<file path="config.mk">
export PLATFORM = sky130hd
export DESIGN_NAME = load_store_unit
export DESIGN_NICKNAME = d
export VERILOG_FILES = /design/src/rtl/lsu_pkg.sv /design/src/rtl/lsu_lane.sv /design/src/rtl/load_store_unit.sv
export SDC_FILE = /design/constraint.sdc
export NUM_CORES = 1
export LEC_CHECK = 0
export BUFFER_PORTS_ARGS = -buffer_cell sky130_fd_sc_hd__buf_4
export CORE_MARGIN = 1.5
export CORE_UTILIZATION = 40
export DETAILED_ROUTE_END_ITERATION = 6
export HOLD_SLACK_MARGIN = 0.06
export PLACE_DENSITY = 0.69
export SETUP_SLACK_MARGIN = 0.05
export SYNTH_ARGS = -nofsm -noshare
export SYNTH_HDL_FRONTEND = slang
export SYNTH_SLANG_ARGS = --single-unit
</file>
<file path="constraint.sdc">
create_clock -name clk -period 5.5 [get_ports clk]
set_input_delay 0 -clock clk [delete_from_list [all_inputs] [get_ports clk]]
set_output_delay 0 -clock clk [all_outputs]
set_load 0.03 [all_outputs]
</file>
<file path="src/rtl/lsu_pkg.sv">
// Shared constants and types for the load/store unit: access sizes, store lane masks, FSM states.
package lsu_pkg;

  localparam logic [1:0] SIZE_B = 2'd0;
  localparam logic [1:0] SIZE_H = 2'd1;
  localparam logic [1:0] SIZE_W = 2'd2;

  // The memory presents the addressed byte in bits 31:24, so lanes are always top-justified.
  localparam logic [31:0] MASK_B = 32'hFF00_0000;
  localparam logic [31:0] MASK_H = 32'hFFFF_0000;
  localparam logic [31:0] MASK_W = 32'hFFFF_FFFF;

  typedef enum logic [1:0] {
    IDLE    = 2'd0,
    ACCESS  = 2'd1,
    CAPTURE = 2'd2,
    RESP    = 2'd3
  } lsu_state_t;

endpackage

</file>
<file path="src/rtl/lsu_lane.sv">
// Purely combinational lane logic: store mask/data and alignment check, load extraction and extension.
module lsu_lane
  import lsu_pkg::*;
(
  input  logic [1:0]  st_size,
  input  logic [1:0]  st_addr_lo,
  input  logic [31:0] st_wdata,
  output logic [31:0] st_mask,
  output logic [31:0] st_data,
  output logic        st_err,
  input  logic [1:0]  ld_size,
  input  logic        ld_signed,
  input  logic [31:0] ld_word,
  output logic [31:0] ld_data
);

  always_comb begin
    st_mask = '0;
    st_data = '0;
    st_err  = 1'b0;
    case (st_size)
      SIZE_B: begin
        st_mask = MASK_B;
        st_data = {st_wdata[7:0], 24'h0};
      end
      SIZE_H: begin
        st_mask = MASK_H;
        st_data = {st_wdata[15:0], 16'h0};
        st_err  = st_addr_lo[0];
      end
      SIZE_W: begin
        st_mask = MASK_W;
        st_data = st_wdata;
        st_err  = |st_addr_lo;
      end
      default: st_err = 1'b1;
    endcase
  end

  always_comb begin
    ld_data = '0;
    case (ld_size)
      SIZE_B:  ld_data = {{24{ld_signed & ld_word[31]}}, ld_word[31:24]};
      SIZE_H:  ld_data = {{16{ld_signed & ld_word[31]}}, ld_word[31:16]};
      SIZE_W:  ld_data = ld_word;
      default: ld_data = '0;
    endcase
  end

endmodule

</file>
<file path="src/rtl/load_store_unit.sv">
// Single-outstanding load/store master for a big-endian word-wide memory.
// Accept -> ACCESS -> CAPTURE -> RESP; errors skip straight to RESP with no memory cycle.
module load_store_unit
  import lsu_pkg::*;
#(
  parameter int M = 10
) (
  input  logic           clk,
  input  logic           rst_n,
  input  logic           req_valid,
  output logic           req_ready,
  input  logic           req_we,
  input  logic [1:0]     req_size,
  input  logic           req_signed,
  input  logic [M+1:0]   req_addr,
  input  logic [31:0]    req_wdata,
  output logic           resp_valid,
  input  logic           resp_ready,
  output logic [31:0]    resp_rdata,
  output logic           resp_err,
  output logic [M+1:0]   mem_address,
  output logic [31:0]    mem_mask,
  output logic [31:0]    mem_w,
  input  logic [31:0]    mem_v
);

  lsu_state_t state, state_nxt;

  logic        lat_we;
  logic [1:0]  lat_size;
  logic        lat_signed;

  logic [31:0] st_mask;
  logic [31:0] st_data;
  logic        st_err;
  logic [31:0] ld_data;

  lsu_lane u_lane (
    .st_size    (req_size),
    .st_addr_lo (req_addr[1:0]),
    .st_wdata   (req_wdata),
    .st_mask    (st_mask),
    .st_data    (st_data),
    .st_err     (st_err),
    .ld_size    (lat_size),
    .ld_signed  (lat_signed),
    .ld_word    (mem_v),
    .ld_data    (ld_data)
  );

  assign req_ready  = (state == IDLE);
  assign resp_valid = (state == RESP);

  always_ff @(posedge clk or negedge rst_n) begin
    if (!rst_n) state <= IDLE;
    else        state <= state_nxt;
  end

  always_comb begin
    state_nxt = state;
    case (state)
      IDLE:    if (req_valid) state_nxt = st_err ? RESP : ACCESS;
      ACCESS:  state_nxt = CAPTURE;
      CAPTURE: state_nxt = RESP;
      RESP:    if (resp_ready) state_nxt = IDLE;
      default: state_nxt = IDLE;
    endcase
  end

  // Clearing mem_mask through the async reset is what suppresses a store caught in ACCESS.
  always_ff @(posedge clk or negedge rst_n) begin
    if (!rst_n) begin
      lat_we      <= 1'b0;
      lat_size    <= SIZE_B;
      lat_signed  <= 1'b0;
      mem_address <= '0;
      mem_mask    <= '0;
      mem_w       <= '0;
      resp_rdata  <= '0;
      resp_err    <= 1'b0;
    end else begin
      case (state)
        IDLE: begin
          if (req_valid) begin
            lat_we     <= req_we;
            lat_size   <= req_size;
            lat_signed <= req_signed;
            if (st_err) begin
              resp_err   <= 1'b1;
              resp_rdata <= '0;
            end else begin
              mem_address <= req_addr;
              mem_mask    <= req_we ? st_mask : '0;
              mem_w       <= req_we ? st_data : '0;
            end
          end
        end
        ACCESS: mem_mask <= '0;
        CAPTURE: begin
          resp_rdata <= lat_we ? '0 : ld_data;
          resp_err   <= 1'b0;
        end
        RESP: begin
          if (resp_ready) begin
            resp_rdata <= '0;
            resp_err   <= 1'b0;
          end
        end
        default: mem_mask <= '0;
      endcase
    end
  end

endmodule

</file>
; Word-level counts from Yosys, hierarchy flattened
; Index checks and enable logic that the tools add are counted.
[word_totals]
register_bits = 115
inputBits = 84
out_inout_bits = 111
elab_cells = 55
[op_classes]
n_eq_ne = 11
n_mux = 22
n_bitwise = 2
reduce_logical = 11
[ops]
columns = cell, n
row1 = $pmux 32 s3, 4
row2 = $mux 32, 8
row3 = $pmux 32 s2, 1
row4 = $eq 2x2->1 const B, 4
row5 = $pmux 2 s4, 1
row6 = $eq 2x1->1 const B, 3
row7 = $logic_not 2->1, 3
row8 = $mux 2, 3
row9 = $pmux 1 s3, 2
row10 = $reduce_and 3->1, 2
row11 = $ne 2x1->1 const B, 2
row12 = $ne 2x2->1 const B, 2
row13 = $reduce_and 2->1, 2
row14 = $reduce_and 4->1, 1
row15 = $mux 1, 3
row16 = $reduce_bool 3->1, 1
row17 = $reduce_bool 2->1, 1
row18 = $reduce_or 2->1, 1
row19 = $and 1x1->1, 1
row20 = $not 1->1, 1

; Longest topological paths before layout
[logic_depth]
depth_word = 6
ltp_mapped = 9
ltp_nobuf = 6

; Hierarchy
; A second synthesis with hierarchy kept.
[unflattened]
hier_cells = 637
hier_area_um2 = 6099.6
[modules_own_cells]
columns = module, n_inst, cells_each, area_per_inst_um2, seq_area_each_um2
row1 = load_store_unit, 1, 470, 4936.0, 2877.8
row2 = lsu_lane, 1, 167, 1163.6, 0.0

; Worst setup path before layout
; OpenSTA, ideal clock, no wires.
[synth_timing]
path_kind = flip-flop to flip-flop
start = register state[0]
end = register resp_err
setup_time_ps = 125
t_arrival_ps = 2146
required_ps = 5375
slack_ps = 3229
path_stages_with_launch = 10
path_buffers = 3
synth_period_minus_slack_ps = 2271
path_cell_list = dfrtp_1 -> inv_1 -> ha_1 -> clkbuf_1 -> inv_1 -> o22ai_2 -> a211o_1 -> buf_6 -> buf_12 -> mux2_4
[synth_via]
elab_chain_len = 3
word_cells_on_any_way = 9
classes_between = 5 x eq/ne / 1 x mux / 3 x reduce/logical
[synth_rtl]
columns = item, line
row1 = start: declaration, load_store_unit.sv:27  ; lsu_state_t state, state_nxt;
row2 = start signal: assignment, load_store_unit.sv:56  ; else state <= state_nxt;
row3 = $logic_not 2->1 *, --
row4 = via req_ready, load_store_unit.sv:11  ; output logic req_ready,
row5 = "$ne 2x1->1 (no line), or another cell as far along", --
row6 = $reduce_and 4->1 (no line), --
row7 = end signal: assignment, load_store_unit.sv:80  ; resp_err <= 1'b0;
row8 = end signal: assignment, load_store_unit.sv:89  ; resp_err <= 1'b1;
row9 = end signal: assignment, load_store_unit.sv:101  ; resp_err <= 1'b0;
row10 = end: declaration, load_store_unit.sv:20  ; output logic resp_err,
; Mark *: on every way through the listed nets, which the timed path passes. The rest lies on a longest branch.
; A chain may end at the register's enable or synchronous reset.

; Worst setup path in the final report
[layout_timing]
start = input req_size[0]
end = register mem_w[30]
[layout_via]
elab_chain_len = 4
word_cells_on_any_way = 8
classes_between = 2 x eq/ne / 3 x mux / 1 x bitwise / 2 x reduce/logical
[layout_rtl]
columns = item, line
row1 = start: declaration, load_store_unit.sv:13  ; input logic [1:0] req_size,
row2 = "$eq 2x2->1, or another cell as far along", lsu_lane.sv:21  ; case (st_size)
row3 = $pmux 1 s3, lsu_lane.sv:21
row4 = $not 1->1 (no line), --
row5 = $reduce_and 3->1 (no line), --
row6 = end signal: assignment, load_store_unit.sv:94  ; mem_w <= req_we ? st_data : '0;
row7 = end: declaration, load_store_unit.sv:23  ; output logic [31:0] mem_w,
; Several ways; a longest one is shown, not always the timed one.

==> key figures <==
CTS
  – Total CTS buffers: 9
  – TritonCTS clock tree: built
  – Post-CTS Hold Fix Bufs: 51
  – Clock H-tree levels: 3
  – Clock root cell: sky130_fd_sc_hd__clkbuf_16
  – Clock input transition at the sequential cells of the worst setup and hold paths: 0.06 ns
  – Number of buffers inserted by post-CTS setup repair: 0
  – Maximum clock insertion buffer count: 2
  – TritonCTS Sinks: 86
  – # resized after CTS: 0
  – Clock latency at the later pin of the worst-skew pair: 0.34 ns

Timing
  – Final setup TNS: 0 ns
  – Maximum clock rate: 0.332 GHz
  – Final clock skew: 0.00434 ns
  – Final hold slack: 0.102 ns
  – Setup repair after global routing missed its margin: no
  – Final setup margin: 2.49 ns
  – Total count of hold-check failures in the final report: 0
  – Period utilization: 54.8%
  – Period minus WS final: 3.01 ns
  – Max transition margin: 27.5%
  – Transition time of the tightest slew-check pin: 1.08 ns
  – Number of pins with negative max-slew slack in the final report: 0
  – # setup viols final: 0

Run
  – Max cap viols: 0

Route
  – Number of detailed-routing iterations run before antenna repair: 6
  – Post-DR wirelength/cell: 17.3 um
  – Remaining routing DRC violations: 0
  – DRT iter0 DRCs: 264
  – Routed wire length: 13.5 mm
  – Routed via count divided by cell count: 5.13
  – DR vias: 3998
  – Antenna violation net count after detailed routing: 0

Pwr
  – Part of the power in the clock network: 17.0%
  – Net switching power of the design: 1610 uW
  – Cell internal power dissipation: 2050 uW
  – Areal power density over the cells: 551 mW/mm2
  – Net Sw Frac: 44.0%
  – Comb pwr share: 53.7%
  – Leakage power: 0.00328 uW
  – Sequential share of power: 29.3%
  – Max VDD drop: 319 uV

Die
  – Effective utilization at floorplan: 41.7%
  – Core ar.: 0.0110 mm2
  – Cell row count: 38
  – Die extent in y: 110 um
  – Die Span X: 110 um
  – I/O Pins: 195
  – Area of the die: 0.0121 mm2

GRT
  – Global-route wire length before repair: 20.8 mm
  – Number of antenna violations at the first check in global routing: 1
  – Total routing usage reported by global routing: 22.9%
  – Pin count of the biggest net entering global routing: 63
  – Number of global-route vias before repair: 3999
  – Overall overflow remaining after global route: 0

Final layout
  – Cell area after layout: 0.00664 mm2
  – Filler cell count in the final layout: 920
  – Final std cells w/o fill: 780
  – Area used by sequential logic in the layout: 0.00215 mm2
  – Most frequent standard cell in the layout excluding fill and tap cells: sky130_fd_sc_hd__buf_4
  – Count of nets after finishing: 728
  – Share of cells above drive strength 1: 40.8%
  – Signed area change from the synthesized netlist to the final layout: 45.0%
  – Commonest non-fill, non-tap cells in the layout: sky130_fd_sc_hd__buf_4 (196), sky130_fd_sc_hd__nand2_1 (94), sky130_fd_sc_hd__dfrtp_1 (86)
  – Footprint of the multi-input gates: 0.00200 mm2

Synth
  – Net count after synthesis: 533
  – Multiplexer fraction of the synthesized cell area: 14.0%
  – Synth Area in Adders: 2.73%
  – Yosys Warn Count: 0
  – Combined area of all synthesized cells: 0.00458 mm2
  – Synthesized-area fraction occupied by xor and xnor cells: 0%
  – Post-synthesis sequential element count: 86
  – Number of standard cells after synthesis: 439
  – Main combinational cell family by area after synthesis: compound AO/OA/AOI/OAI gates
  – Proportion of synthesized chip area in sequential cells: 47.0%
  – Simple-gate share of the synthesized area: 11.3%
  – Synth unique cells: 34
  – Area fraction in compound gates after synthesis: 15.3%
  – Avg Synthesized Cell Area: 10.4 um2

Place
  – Dpl cell area: 0.00582 mm2
  – GPL Wtd Cong: 0.875
  – Port-buffer cells: 194
  – Worst slack at placement: 2.80 ns
  – Post-Place Cells: 712
  – HPWL after detailed placement: 9.00 mm

Setup path
  – Crit path arrival time: 3.23 ns
  – CP Launch Type: input pin
  – Largest fanout of any net on the critical path: 43
  – Cell type of the slowest stage on the worst timing path: sky130_fd_sc_hd__o21ai_4
  – Worst Path Class, Setup: in -> reg
  – Biggest cell delay along the critical path: 0.88 ns
  – Worst path required time: 5.71 ns
  – Kind of end point of the critical path: flip-flop
  – Reg2Reg Setup Slack: 2.81 ns
  – Cell seen most often among critical-path stages: sky130_fd_sc_hd__buf_4
  – Series of cell instances along the critical path: dlygate4sd3_1, buf_4, inv_1, ha_1, nor3_1, o21ai_4, buf_4, nand2_1, o31ai_1

Run status
  – Outcome: completed

Worst hold path
  – Min-Delay Path Class: in -> async
Yosys cell counts:
master	count	share of area, %
sky130_fd_sc_hd__nand2_1	94	7.7
sky130_fd_sc_hd__dfrtp_1	86	47
sky130_fd_sc_hd__mux2_4	30	9.8
sky130_fd_sc_hd__buf_4	29	4.8
sky130_fd_sc_hd__a21oi_1	27	3.0
sky130_fd_sc_hd__clkbuf_1	21	1.7
sky130_fd_sc_hd__o21ai_0	21	2.3
sky130_fd_sc_hd__mux2_2	17	4.2
sky130_fd_sc_hd__o31ai_1	16	2.6
sky130_fd_sc_hd__ha_1	10	2.7
sky130_fd_sc_hd__a21o_1	9	1.5
sky130_fd_sc_hd__nand2b_1	9	1.2
sky130_fd_sc_hd__a222oi_1	8	1.7
sky130_fd_sc_hd__a22oi_1	8	1.3
sky130_fd_sc_hd__a221oi_1	7	1.3
sky130_fd_sc_hd__inv_1	7	0.57
sky130_fd_sc_hd__buf_2	5	0.55
sky130_fd_sc_hd__nand3_1	5	0.55
sky130_fd_sc_hd__nor2_1	4	0.33
sky130_fd_sc_hd__and2_1	3	0.41
sky130_fd_sc_hd__buf_1	3	0.25
sky130_fd_sc_hd__buf_12	3	1.3
sky130_fd_sc_hd__nor2b_1	3	0.41
sky130_fd_sc_hd__buf_6	2	0.49
sky130_fd_sc_hd__nor3_1	2	0.22
sky130_fd_sc_hd__o211ai_1	2	0.33
sky130_fd_sc_hd__a211o_1	1	0.19
sky130_fd_sc_hd__a211oi_1	1	0.16
sky130_fd_sc_hd__a211oi_4	1	0.44
sky130_fd_sc_hd__nor3b_1	1	0.16
sky130_fd_sc_hd__o21bai_1	1	0.16
sky130_fd_sc_hd__o22ai_2	1	0.27
sky130_fd_sc_hd__or2_1	1	0.14
sky130_fd_sc_hd__or4_1	1	0.16
area by class of cell:
type / count / share of cell area, %
multi-input combinational: 283 / 30.1
antenna: 1 / 0.0377
timing repair buffer: 247 / 29.9
clock inverter: 3 / 0.641
sequential: 86 / 32.4
inverter: 7 / 0.396
clock buffer: 13 / 3.92
tap: 140 / 2.64
cell families (layout without fill, tap and decap cells):
group / after synthesis / count (layout)
muxes: 47 / 47
adders and majority gates: 10 / 10
other: 0 / 1
buffers and inverters: 70 / 270
AOI/OAI and AO/OA: 103 / 103
and+or+nand+nor: 123 / 123
DFF: 86 / 86
routing by layer:
layer	up-vias	track usage (%)	wire [um]
li1	1887	-	-
met4	0	11.0	389
met2	215	37.1	6440
met5	-	0	0
met1	1865	28.5	5430
met3	31	5.58	1250
final timing paths:
path | cells past startpoint | endpoint | start
worst max register to register | 6 | resp_rdata[1] | state[0]
worst min register to register | 2 | mem_w[20] | mem_w[20]
worst min-delay path | 2 | resp_rdata[3] | rst_n
max in group asynchronous | 3 | mem_address[11] | rst_n
min in group clk | 4 | resp_rdata[21] | mem_v[21]
worst max-delay path | 9 | mem_w[30] | req_size[0]
state kept, by name, indices dropped and copies added, names as in the netlist:
name,count
mem_mask,3
lat_we,1
lat_signed,1
mem_w,32
lat_size,2
state,2
resp_rdata,32
resp_err,1
mem_address,12
critical path, delay by kind of cell:
family,cells,cell delay (ns)
compound gates,2,0.98
fa+ha+maj,1,0.67
buf+inv,4,1.23
simple gates,2,0.32
power by group through the flow:
stage | combinational, uW | clock, uW | sequential, uW
finish | 1960 | 622 | 1070
global route | 2100 | 659 | 1110
CTS | 1970 | 637 | 1070
detailed placement | 1940 | 0 | 1080
global placement | 1920 | 0 | 1070
floorplan | 1070 | 0 | 1430
stage by stage:
step                power (uW)  utilization [%]
CTS                       3680             60.4
global route              3860             60.4
global placement          2980             53.0
detailed placement        3020             53.0
floorplan                 2510                -
finish                    3660             60.4
No activity file was read; power rests on OpenSTA's default activity.
